[src/rtl/sbox_pow5_sequencer_pkg.sv]
// Shared definitions for the x^5 S-box sequencer: state encoding, default width
// and the BLS12-381 scalar-field Montgomery constants (R = 2^255).
package sbox_pow5_sequencer_pkg;

    localparam int DATA_WIDTH_DEFAULT = 255;

    localparam logic [255:0] MODULUS_256 =
        256'h73eda753299d7d483339d80809a1d80553bda402fffe5bfeffffffff00000001;
    localparam logic [255:0] MONT_ONE_256 =
        256'h0c1258acd66282b7ccc627f7f65e27faac425bfd0001a40100000000ffffffff;

    localparam logic [DATA_WIDTH_DEFAULT-1:0] MODULUS  = MODULUS_256[DATA_WIDTH_DEFAULT-1:0];
    // Montgomery form of 1, i.e. R mod MODULUS.
    localparam logic [DATA_WIDTH_DEFAULT-1:0] MONT_ONE = MONT_ONE_256[DATA_WIDTH_DEFAULT-1:0];
    localparam logic [DATA_WIDTH_DEFAULT-1:0] MOD_COMPENSATION = MONT_ONE;

    typedef enum logic [2:0] {
        ST_IDLE     = 3'd0,
        ST_SQ1_REQ  = 3'd1,
        ST_SQ1_WAIT = 3'd2,
        ST_SQ2_REQ  = 3'd3,
        ST_SQ2_WAIT = 3'd4,
        ST_MUL_REQ  = 3'd5,
        ST_MUL_WAIT = 3'd6,
        ST_DONE     = 3'd7
    } state_e;

    function automatic logic is_req(input state_e s);
        return s inside {ST_SQ1_REQ, ST_SQ2_REQ, ST_MUL_REQ};
    endfunction

    function automatic logic is_wait(input state_e s);
        return s inside {ST_SQ1_WAIT, ST_SQ2_WAIT, ST_MUL_WAIT};
    endfunction

endpackage

[src/rtl/sbox_pow5_sequencer.sv]
// Drives one Montgomery multiplier through x2=x*x, x4=x2*x2, x5=x4*x.
// Optional SBOX_ZERO_SKIP_EN: a zero input bypasses the multiplier entirely.
module sbox_pow5_sequencer
    import sbox_pow5_sequencer_pkg::*;
#(
    parameter int DATA_WIDTH = DATA_WIDTH_DEFAULT
) (
    input  logic                  clk,
    input  logic                  rst,
    input  logic                  in_valid_i,
    output logic                  in_ready_o,
    input  logic [DATA_WIDTH-1:0] in_data_i,
    output logic                  mul_valid_o,
    input  logic                  mul_ready_i,
    output logic [DATA_WIDTH-1:0] mul_op1_o,
    output logic [DATA_WIDTH-1:0] mul_op2_o,
    input  logic                  mul_res_valid_i,
    output logic                  mul_res_ready_o,
    input  logic [DATA_WIDTH-1:0] mul_res_i,
    output logic                  out_valid_o,
    input  logic                  out_ready_i,
    output logic [DATA_WIDTH-1:0] out_data_o
);

    state_e                state_q, state_d;
    logic [DATA_WIDTH-1:0] x_reg_q, x_reg_d;
    logic [DATA_WIDTH-1:0] acc_reg_q, acc_reg_d;

    logic                  in_ready_q, in_ready_d;
    logic                  mul_valid_q, mul_valid_d;
    logic                  mul_res_ready_q, mul_res_ready_d;
    logic                  out_valid_q, out_valid_d;
    logic [DATA_WIDTH-1:0] out_data_q, out_data_d;
    logic [DATA_WIDTH-1:0] mul_op1_q, mul_op1_d;
    logic [DATA_WIDTH-1:0] mul_op2_q, mul_op2_d;

    logic in_hs, mul_hs, res_hs, out_hs;

    assign in_hs  = in_valid_i      & in_ready_q;
    assign mul_hs = mul_valid_q     & mul_ready_i;
    assign res_hs = mul_res_valid_i & mul_res_ready_q;
    assign out_hs = out_valid_q     & out_ready_i;

    always_comb begin
        // NOTE: every _d is defaulted first so no branch leaves it unassigned (no latches).
        state_d   = state_q;
        x_reg_d   = x_reg_q;
        acc_reg_d = acc_reg_q;

        unique case (state_q)
            ST_IDLE: begin
                if (in_hs) begin
                    x_reg_d = in_data_i;
                    state_d = ST_SQ1_REQ;
`ifdef SBOX_ZERO_SKIP_EN
                    if (in_data_i == '0) begin
                        acc_reg_d = '0;
                        state_d   = ST_DONE;
                    end
`endif
                end
            end
            ST_SQ1_REQ:  if (mul_hs) state_d = ST_SQ1_WAIT;
            ST_SQ2_REQ:  if (mul_hs) state_d = ST_SQ2_WAIT;
            ST_MUL_REQ:  if (mul_hs) state_d = ST_MUL_WAIT;
            ST_SQ1_WAIT: if (res_hs) begin acc_reg_d = mul_res_i; state_d = ST_SQ2_REQ; end
            ST_SQ2_WAIT: if (res_hs) begin acc_reg_d = mul_res_i; state_d = ST_MUL_REQ; end
            ST_MUL_WAIT: if (res_hs) begin acc_reg_d = mul_res_i; state_d = ST_DONE;    end
            ST_DONE:     if (out_hs) state_d = ST_IDLE;
            default:     state_d = ST_IDLE;
        endcase

        // Outputs are decoded from the next state and registered, so a stalled
        // request keeps valid and operands frozen and mul_res_i never reaches the operands.
        in_ready_d      = (state_d == ST_IDLE);
        mul_valid_d     = is_req(state_d);
        mul_res_ready_d = is_wait(state_d);
        out_valid_d     = (state_d == ST_DONE);
        out_data_d      = out_valid_d ? acc_reg_d : '0;

        mul_op1_d = '0;
        mul_op2_d = '0;
        unique case (state_d)
            ST_SQ1_REQ: begin mul_op1_d = x_reg_d;   mul_op2_d = x_reg_d;   end
            ST_SQ2_REQ: begin mul_op1_d = acc_reg_d; mul_op2_d = acc_reg_d; end
            ST_MUL_REQ: begin mul_op1_d = acc_reg_d; mul_op2_d = x_reg_d;   end
            default: ;
        endcase
    end

    always_ff @(posedge clk) begin
        // NOTE: non-blocking assignments so every flop samples values from before the edge.
        if (rst) begin
            state_q         <= ST_IDLE;
            x_reg_q         <= '0;
            acc_reg_q       <= '0;
            in_ready_q      <= 1'b1;
            mul_valid_q     <= 1'b0;
            mul_res_ready_q <= 1'b0;
            out_valid_q     <= 1'b0;
            out_data_q      <= '0;
            mul_op1_q       <= '0;
            mul_op2_q       <= '0;
        end else begin
            state_q         <= state_d;
            x_reg_q         <= x_reg_d;
            acc_reg_q       <= acc_reg_d;
            in_ready_q      <= in_ready_d;
            mul_valid_q     <= mul_valid_d;
            mul_res_ready_q <= mul_res_ready_d;
            out_valid_q     <= out_valid_d;
            out_data_q      <= out_data_d;
            mul_op1_q       <= mul_op1_d;
            mul_op2_q       <= mul_op2_d;
        end
    end

    assign in_ready_o      = in_ready_q;
    assign mul_valid_o     = mul_valid_q;
    assign mul_res_ready_o = mul_res_ready_q;
    assign out_valid_o     = out_valid_q;
    assign out_data_o      = out_data_q;
    assign mul_op1_o       = mul_op1_q;
    assign mul_op2_o       = mul_op2_q;

endmodule

[config.mk]
export PLATFORM = sky130hd
export DESIGN_NAME = sbox_pow5_sequencer
export DESIGN_NICKNAME = d
export VERILOG_FILES = /design/src/rtl/sbox_pow5_sequencer_pkg.sv /design/src/rtl/sbox_pow5_sequencer.sv
export SDC_FILE = /design/constraint.sdc
export NUM_CORES = 2
export LEC_CHECK = 0
export ABC_AREA = 1
export BUFFER_PORTS_ARGS = -buffer_cell sky130_fd_sc_hd__buf_2
export CAP_MARGIN = 15
export CORE_AREA = 4 4 499 501
export CTS_CLUSTER_SIZE = 25
export DETAILED_ROUTE_END_ITERATION = 16
export DIE_AREA = 0 0 503 505
export HOLD_SLACK_MARGIN = 0.15
export PLACE_DENSITY = 0.47
export SLEW_MARGIN = 20
export SYNTH_ARGS = -nofsm -noshare
export SYNTH_HDL_FRONTEND = slang
export SYNTH_SLANG_ARGS = --single-unit
[constraint.sdc]
create_clock -name clk -period 2.41 [get_ports clk]
set_clock_uncertainty 0.05 [all_clocks]
set_input_delay 0.1205 -clock clk [delete_from_list [all_inputs] [get_ports clk]]
set_output_delay 0.1205 -clock clk [all_outputs]
set_load 0.005 [all_outputs]
==> qor.txt <==
Clk buf depth = 3
Hold Violations, Final = 0
Antenna Nets Post-Route = 0
Residual DRC count = 0
Crit Path Max Fanout = 36
Cell count after synthesis = 5622
Slowest-stage cell, CP = dfxtp_1
DR vias = 44807
Port buffer count = 1284
Detailed placement HPWL = 172000 µm
Synth Warn # = 0
Yosys cell types = 24
Initial Util = 18.2%
CTS tree = done
Slew headroom = 41.4%
Slowest cell delay on critical path = 310 ps
CP Capture Type = register
Root Buffer Master = clkbuf_16
Largest net degree at the start of global routing = 87
Leak Pwr = 34.0 nW
GRT Util Overall = 17.2%
Area share of the largest cell type after synthesis = 57.5%
Total CTS buffers = 150
Die Y-Extent = 505 µm
DR pass1 iterations = 5
Status = complete, no violations
PwrDens = 785 mW/mm²
WP data arrival = 2990 ps
IO Pins = 1285
Register area share after synthesis = 57.5%
Die Wd = 503 µm
Crit-path cells = nor2_2 -> nand2_1 -> nor2_4 -> nor2_2 -> nand2_8 -> nand3_1 -> nand2_4 -> buf_16 -> nand2_1 -> a21oi_4 -> buf_4
First-pass GRT wire length = 320000 µm
RePlAce Congestion = 0.907
Synth area leader = dfxtp_1
Hold depth = 4
Crit path launch type = register
Worst-path clk slew = 60 ps
Syn Nets = 6138
Routed WL per cell = 20.8 µm
Vias in the first global route = 44069
Critical path class = reg -> reg
Fillers = 26453
Synth Cell Area = 0.0447 mm²
DP Area = 0.0571 mm²
Slew @ Worst Pin = 873 ps
Seq cells post-synth = 1282
Share of cells above drive strength 1 = 26.7%
Vias/cell = 4.04
Fin crit share = 95.4%
Finish-stage setup viols = 0
H-tree depth = 4
Placed cell count = 10108
P&R area growth vs syn = 54.7%
Slew Limit Fails = 0
Data required, critical path = 3100 ps
Worst hold path class = in -> reg
Max IR drop VDD = 0.522 mV
Fmax = 0.435 GHz
Total die area = 0.254 mm²
WL final = 230000 µm
Min Tclk post-route = 2300 ps
Row count = 182
Worst-Skew Late Latency = 800 ps
DRT iter0 DRCs = 3349
Post-layout net count = 8229
Antenna violations before repair = 62
Finished Cell Area = 0.0691 mm²
Grt ovf = 0
Max Cap Viol = 0
Final Non-Filler Cells = 11083
Worst R2R Path Depth = 11
Syn_area_per_cell = 7.94 µm²
Core area = 0.245 mm²
Area contributors post-synth = dfxtp_1 57%, nor2_1 9.1%, nand2_1 7.4%
CTS sink count = 1282
[stage by stage]
stage / utilization, % / power [mW] / hold slack (ps) / setup slack, ps / setup TNS (ps)
6_report: 28.2 / 54.2 / 172 / 112 / 0
5_1_grt: 28.2 / 56.6 / 174 / -5.34 / -9.48
4_1_cts: 28.1 / 55.0 / 151 / 0.602 / 0
3_5_place_dp: 23.3 / 30.2 / 394 / -133 / -133
3_3_place_gp: 23.3 / 30.2 / 391 / -114 / -131
2_1_floorplan: - / 26.6 / 237 / 625 / 0
[layer usage]
metal  track usage, %  routed length (µm)  vias to the layer above
met4             6.95                9690                       30
li1                 -                   -                    21504
met3             5.05               20300                      386
met5                0                 193                        -
met2             27.7              103000                     1897
met1             21.5               97000                    20990
[kinds of logic (layout without fill, tap and decap cells)]
group / count (synthesis) / after routing / share of synthesized area, %
buffers and inverters: 1081 / 3287 / 9.53
DFF: 1282 / 1282 / 57.5
AOI/OAI and AO/OA: 1024 / 1024 / 12.9
other: 0 / 35 / 0
and+or+nand+nor: 2235 / 2235 / 20.1
[synthesized netlist by cell type, drive strengths merged]
master     n
dfxtp   1282
nand2    882
o21ai    510
o22ai      1
a21oi    259
clkbuf   218
o21a     159
nand4      1
inv      709
or2      160
nor2    1090
buf      154
nand3    102
o31ai     95
[worst max-delay path, delay by kind of cell, from the launching register on]
family	cells	cell delay [ps]
compound gates	1	230
buf+inv	2	360
flops	1	310
simple gates	8	1160
[path summary, 6_finish.rpt]
check	start	end	slack (ps)
min	mul_res_i[238]	acc_reg_q[238]	170
min reg2reg	x_reg_q[59]	x_reg_q[59]	470
max reg2reg	state_q[1]	mul_op1_o[83]	110
max	state_q[1]	mul_op1_o[83]	110
[registers in the layout, summed over array words and instances, names as in the netlist]
| name | cells |
|---|---|
| state_q | 3 |
| mul_op1_o | 255 |
| out_valid_o | 1 |
| mul_valid_o | 1 |
| x_reg_q | 255 |
| mul_op2_o | 255 |
| acc_reg_q | 255 |
| in_ready_o | 1 |
| out_data_o | 255 |
| mul_res_ready_o | 1 |
[repair_timing]
item / CTS / global route
hold endpoints to repair: 1281 / 0
resized for setup: 2 / 25
hold buffers: 669 / 0
endpoints found under the setup margin: 1 / 81
cloned: 0 / 1
buffers inserted: 0 / 3
[final cells by class]
type / instances / area [µm²] / share of cell area, %
Clock buffer: 208 / 4250 / 6.16
Sequential cell: 1282 / 25700 / 37.2
Antenna cell: 35 / 87.6 / 0.127
Timing Repair Buffer: 2311 / 16700 / 24.2
Tap cell: 3220 / 4030 / 5.83
Multi-Input combinational cell: 3259 / 14800 / 21.5
Clock inverter: 59 / 813 / 1.18
Inverter: 709 / 2680 / 3.88
[cell usage in the layout (no fill, tap or decap), drive strengths merged, types with 102 or more instances in the layout]
cell	instances
buf	1640
dfxtp	1282
nor2	1090
nand2	882
inv	719
dlygate4sd3	669
o21ai	510
a21oi	259
clkbuf	210
or2	160
o21a	159
nand3	102
[where the power goes]
part | internal [mW] | switching [mW] | total, mW | leakage (nW)
registers | 22.6 | 0.481 | 23.1 | 10.4
clock network | 13.6 | 9.98 | 23.5 | 2.46
logic | 3.11 | 4.52 | 7.64 | 21.1
total | 39.2 | 15.0 | 54.2 | 34.0
(Power assumes the default switching activity.)
